File: src/rtl/alu.sv
// Registered WIDTH-bit ALU: add, subtract, bitwise logic and single-bit shifts.
// Operands are sampled when in_valid is high. The result and the carry, zero and
// overflow flags are registered one cycle later. When in_valid is low, only
// out_valid drops; the result and flags hold their last values.
module alu #(
    parameter int unsigned WIDTH = 4
) (
    input  logic             clk,
    input  logic             rst_n,
    input  logic             in_valid,
    input  logic [WIDTH-1:0] A,
    input  logic [WIDTH-1:0] B,
    input  logic [2:0]       OP,
    output logic [WIDTH-1:0] alu_out,
    output logic             out_valid,
    output logic             carry,
    output logic             zero,
    output logic             overflow
);

    typedef enum logic [2:0] {
        OpAdd = 3'b000,
        OpSub = 3'b001,
        OpAnd = 3'b010,
        OpOr  = 3'b011,
        OpXor = 3'b100,
        OpNot = 3'b101,
        OpShl = 3'b110,
        OpShr = 3'b111
    } op_e;

    logic [WIDTH-1:0] res_d, res_q;
    logic             carry_d, carry_q;
    logic             ovf_d, ovf_q;
    logic             zero_q;
    logic             valid_q;
    logic [WIDTH:0]   sum_ext;
    logic [WIDTH:0]   diff_ext;

    // Extended-width add and subtract. The top bit of each is carry-out or borrow.
    assign sum_ext  = {1'b0, A} + {1'b0, B};
    assign diff_ext = {1'b0, A} - {1'b0, B};

    // Decode the opcode into the next result and the next flag values.
    always_comb begin
        res_d   = '0;
        carry_d = 1'b0;
        ovf_d   = 1'b0;
        case (op_e'(OP))
            OpAdd: begin
                res_d   = sum_ext[WIDTH-1:0];
                carry_d = sum_ext[WIDTH];
                // Overflow: both operands share a sign and the result's sign differs from it.
                ovf_d   = (A[WIDTH-1] == B[WIDTH-1]) && (sum_ext[WIDTH-1] != A[WIDTH-1]);
            end
            OpSub: begin
                res_d   = diff_ext[WIDTH-1:0];
                carry_d = diff_ext[WIDTH];
                // Overflow: operand signs differ and the result's sign differs from A's.
                ovf_d   = (A[WIDTH-1] != B[WIDTH-1]) && (diff_ext[WIDTH-1] != A[WIDTH-1]);
            end
            OpAnd: res_d = A & B;
            OpOr:  res_d = A | B;
            OpXor: res_d = A ^ B;
            OpNot: res_d = ~A;
            OpShl: begin
                res_d   = {A[WIDTH-2:0], 1'b0};
                carry_d = A[WIDTH-1];
            end
            OpShr: begin
                res_d   = {1'b0, A[WIDTH-1:1]};
                carry_d = A[0];
            end
            default: begin
                res_d   = '0;
                carry_d = 1'b0;
                ovf_d   = 1'b0;
            end
        endcase
    end

    // Output registers. out_valid follows in_valid; the result and flags load only on valid.
    always_ff @(posedge clk or negedge rst_n) begin
        if (!rst_n) begin
            res_q   <= '0;
            carry_q <= 1'b0;
            ovf_q   <= 1'b0;
            zero_q  <= 1'b0;
            valid_q <= 1'b0;
        end else begin
            valid_q <= in_valid;
            if (in_valid) begin
                res_q   <= res_d;
                carry_q <= carry_d;
                ovf_q   <= ovf_d;
                zero_q  <= (res_d == '0);
            end
        end
    end

    assign alu_out   = res_q;
    assign carry     = carry_q;
    assign overflow  = ovf_q;
    assign zero      = zero_q;
    assign out_valid = valid_q;

endmodule

File: config.mk
export PLATFORM = sky130hd
export DESIGN_NAME = alu
export DESIGN_NICKNAME = d
export VERILOG_FILES = /design/src/rtl/alu.sv
export SDC_FILE = /design/constraint.sdc
export NUM_CORES = 1
export LEC_CHECK = 0
export ABC_AREA = 1
export ABC_CLOCK_PERIOD_IN_PS = 1500
export BUFFER_PORTS_ARGS = -buffer_cell sky130_fd_sc_hd__buf_2
export CAP_MARGIN = 30
export CORE_ASPECT_RATIO = 1.2
export CORE_MARGIN = 5
export CORE_UTILIZATION = 57
export CTS_CLUSTER_SIZE = 28
export DETAILED_ROUTE_END_ITERATION = 10
export PLACE_DENSITY_LB_ADDON = 0.25
export SLEW_MARGIN = 5
export SYNTH_ARGS = -nofsm -noshare
export SYNTH_HDL_FRONTEND = slang
export SYNTH_SLANG_ARGS = --single-unit
File: constraint.sdc
create_clock -name clk -period 1.5 [get_ports clk]
set_clock_uncertainty 0.1 [all_clocks]
set_input_delay 0.15 -clock clk [delete_from_list [all_inputs] [get_ports clk]]
set_output_delay 0.15 -clock clk [all_outputs]
set_load 0.02 [all_outputs]
# After elaboration in Yosys (flattened, before gate mapping)
# Index checks and enable logic that the tools add are counted.
[classes] addsub=2 n_eq_ne=11 n_mux=3 bitwise_logic=4 n_reduce_logical=4
[op_table] op="$pmux 4 s8" n=1
[op_table] op="$eq 3x3->1 const B" n=4
[op_table] op="$eq 3x2->1 const B" n=2
[op_table] op="$add 4x4->5" n=1
[op_table] op="$sub 4x4->5" n=1
[op_table] op="$and 4x4->4" n=1
[op_table] op="$logic_not 4->1" n=1
[op_table] op="$not 4->4" n=1
[op_table] op="$or 4x4->4" n=1
[op_table] op="$pmux 1 s4" n=1
[op_table] op="$xor 4x4->4" n=1
[op_table] op="$eq 3x1->1 const B" n=1
[op_table] op="$logic_not 3->1" n=1
[op_table] op="$ne 1x1->1" n=3
[op_table] op="$logic_and 1x1->1" n=2
[op_table] op="$pmux 1 s2" n=1
[op_table] op="$eq 1x1->1" n=1
[totals] register_bits=8 input_bits=14 output_inout_bits=8 word_cells=29

# Longest topological paths before layout
[depth] word_depth=4 ltp_mapped=12

# Worst setup path before layout
# Ideal clock, no wire load.
[synth_timing] path_kind="input -> register" startpoint="input A[0]" endpoint="register zero_q (netlist: zero)" arrival_time_ps=1360 slack_ps=-25 cell_stages=11 cell_sequence="inv_1 > ha_1 > fa_1 > inv_1 > nand3_1 > nand2_1 > nor2_1 > nand3_1 > nor2_1 > nand3_1 > nand2_1"
[synth_between] elab_chain_cells=3
[synth_rtl] item="start: declaration" line="11" source="input logic [WIDTH-1:0] A,"
[synth_rtl] item="$sub 4x4->5 (tied with other cells)" line="42" source="assign diff_ext = {1'b0, A} - {1'b0, B};"
[synth_rtl] item="$pmux 4 s8 *" line="49" source="case (op_e'(OP))"
[synth_rtl] item="$logic_not 4->1 *" line="96" source="zero_q <= (res_d == '0);"
[synth_rtl] item="end signal: assignment" line="96"
[synth_rtl] item="end: declaration" line="35" source="logic zero_q;"
# Mark *: on every way between the ends. The rest lies on a longest branch, timed or not.
# A chain may end at the register's enable or synchronous reset.

# Worst setup path in the final report
# Ends and elaborated chain as after synthesis.

==> reports/results.ini <==
[outcome]
status=completed

[worst_setup_path]
timing.rr.start=carry
worst-endpoint-arrival_ns=1.58
crit_path_end_kind=flop
worstSetupPathType=in2reg
cp.required_ns=1.59
crit_start=A[0]
cp-start-kind=input port
critPathMaxFanout=3

[grt]
grt_most_used_layer=met2
use_met3=0.009740
grtUsageMet2=0.3403
grt_util_met1=0.2679
grt_pass1_wl_microns=4202
overflow=0
grt_pass1_vias=997
grt_max_degree=10
grtUsageTotal=0.2072
antenna_found_initial=0

[routing]
routed_via_density=5.246
num_vias=1086
routed_wl_microns=2537
drc_errors=0
wl_per_cell_microns=12.26
first_iter_violations=34
postRouteAntennaNets=0
drt_pass1_iterations=4

[floorplanning]
core-area_sq_um=1622
pin_count=22
dieArea_sq_um=2635
initial_core_util=0.5995
die_h_microns=55.24
die_w_microns=47.70
fp-row-count=16

[yosys]
yosys.area.top_type=dfrtp_1
yosysUniqueCellTypes=22
synth_edf_count=0
async_flop_share=1.000
syn_nets=179
syn_inst=151
yosys_warnings=0
netlist_area_sq_um=972.2
synth_flop_cell=dfrtp_1
yosys-top-cells-area=dfrtp_1 21%, ha_1 15%, nand2_1 13%, inv_1 8.1%, nand3_1 7.7%
synth.top_cell.area_share=0.2059
syn_area_per_cell_sq_um=6.438
ys_seq_area_frac=0.2059
ys_ff_latch=8

[clock_tree]
clockRootBuffer=clkbuf_4
htreeDepth=1
numCtsBuffers=3
cts_sinks=8
clkLatencyLatePin_ns=0.25
clockBufferDepth=2
path_clk_slew_ns=0.05
cts_tree=built

[power]
power_density_nw_per_um2=605.6
p_total_w=0.0007767
leakage_nw=0.7051
peakVddDrop_uv=273.1

[timing]
fin_ws_ns=0.01491
finalMaxSlewViolations=0
hold_viol_final=0
max_slew.worst_pin.slew_ns=0.2992
fmaxAchievable_ghz=0.6734
finalSetupViolations=0
slew_headroom=0.7998
layout_min_cycle_time_ns=1.485
finalCritPeriodShare=0.9901
whs_ns=0.1658
rsz0062_at_grt=yes

[finish]
drive_gt1_frac=0.2963
nets=219
syn_to_final_growth_pct=31.92
antenna_cells=0
fin_util=0.7909
final_cells=207

[min_path]
hold_path.class=in2async

[placed_design]
gp_congestion=0.9290
numPortBuffers=21
pre_cts_slack_ns=-0.2051
dp_hpwl_microns=2012
dp.cells=201

[flow_run]
maxCapViolations=0

-- flip-flops by register name, indices dropped and copies added, names as in the netlist --
| signal | flops |
|---|---|
| overflow | 1 |
| alu_out | 4 |
| zero | 1 |
| out_valid | 1 |
| carry | 1 |
-- synth_stat cells (all sizes together), types with 2 or more instances --
library cell and number:
inv 25, fa 2, nand2 36, buf 3, o21ai 11, nor2 21, nand4 4, nor3 3
nand3 15, dfrtp 8, a21oi 6, ha 12
-- stage by stage --
step	setup TNS, ns	area [sq um]
2_1_floorplan	0	974.7
3_3_place_gp	-0.6331	1185
3_5_place_dp	-0.7573	1185
4_1_cts	0	1227
5_1_grt	-0.02949	1282
6_report	0	1282
-- power breakdown --
group          switching [W]  leakage (nW)  internal, W  total [W]
Sequential         0.0000128        0.0994     0.000244   0.000257
Clock              0.0000686        0.0138    0.0000912   0.000160
Combinational       0.000215         0.592     0.000145   0.000360
-- critical path, cell delays in order --
cell and delay (ns):
buf_8 0.08, inv_4 0.03, ha_4 0.15, fa_2 0.56
inv_2 0.03, nand3_2 0.06, nand2_1 0.05, nor2_1 0.11
nand3_1 0.10, nor2_1 0.11, nand3_1 0.07, nand2_1 0.06
-- per-layer routing --
metal / routed length [microns] / up-vias
met5: 0 / -
met4: 78 / 0
met3: 177 / 9
met2: 1280 / 48
met1: 1000 / 470
li1: - / 559
-- final timing paths --
| kind | end | slack (ns) | cells after the start |
|---|---|---|---|
| max | zero | 0.01 | 12 |
| min | alu_out[2] | 0.17 | 2 |
| max reg2reg | carry | 0.74 | 2 |
| min reg2reg | alu_out[1] | 0.37 | 2 |
| max in group asynchronous | alu_out[1] | 0.97 | 2 |
| min in group clk | carry | 0.26 | 6 |
-- kinds of logic after synthesis --
group	after synthesis	synth area share
AND/OR/NAND/NOR	81	0.3655
buffers and inverters	28	0.1223
AO/OA/AOI/OAI	19	0.1017
adder cells (fa/ha/maj)	14	0.1956
flip-flops	8	0.2059
XOR/XNOR	1	0.009011
-- final cells by class --
type | count | area, sq um
inverter | 25 | 102.6
tap | 18 | 22.52
timing repair buffer | 38 | 256.5
fill | 127 | 339.1
clock buffer | 3 | 22.52
multi-input combinational | 115 | 678.2
sequential | 8 | 200.2
-- cells in the final DEF, fill, tap and decap left out, types with 2 or more instances in the layout --
master	synthesis	routed
a21oi_1	6	6
clkbuf_4	0	3
nand4_1	4	4
nor2_1	18	17
dfrtp_1	8	8
inv_2	3	4
o21ai_0	5	5
buf_2	0	18
nand3_1	15	14
dlygate4sd3_1	0	2
buf_4	3	16
inv_4	1	2
ha_1	12	10
nor3_1	3	3
inv_1	21	18
nor2_2	3	4
nand2_1	34	34
o21ai_1	6	6
nand2_2	2	2
-- timing repair --
item,4_1_cts,5_1_grt
buffers inserted,0,1
hold buffers,2,0
endpoints found under the hold margin,9,0
resized for setup,0,15
setup endpoints to repair,0,3
Power figures use the tool's default switching activity.
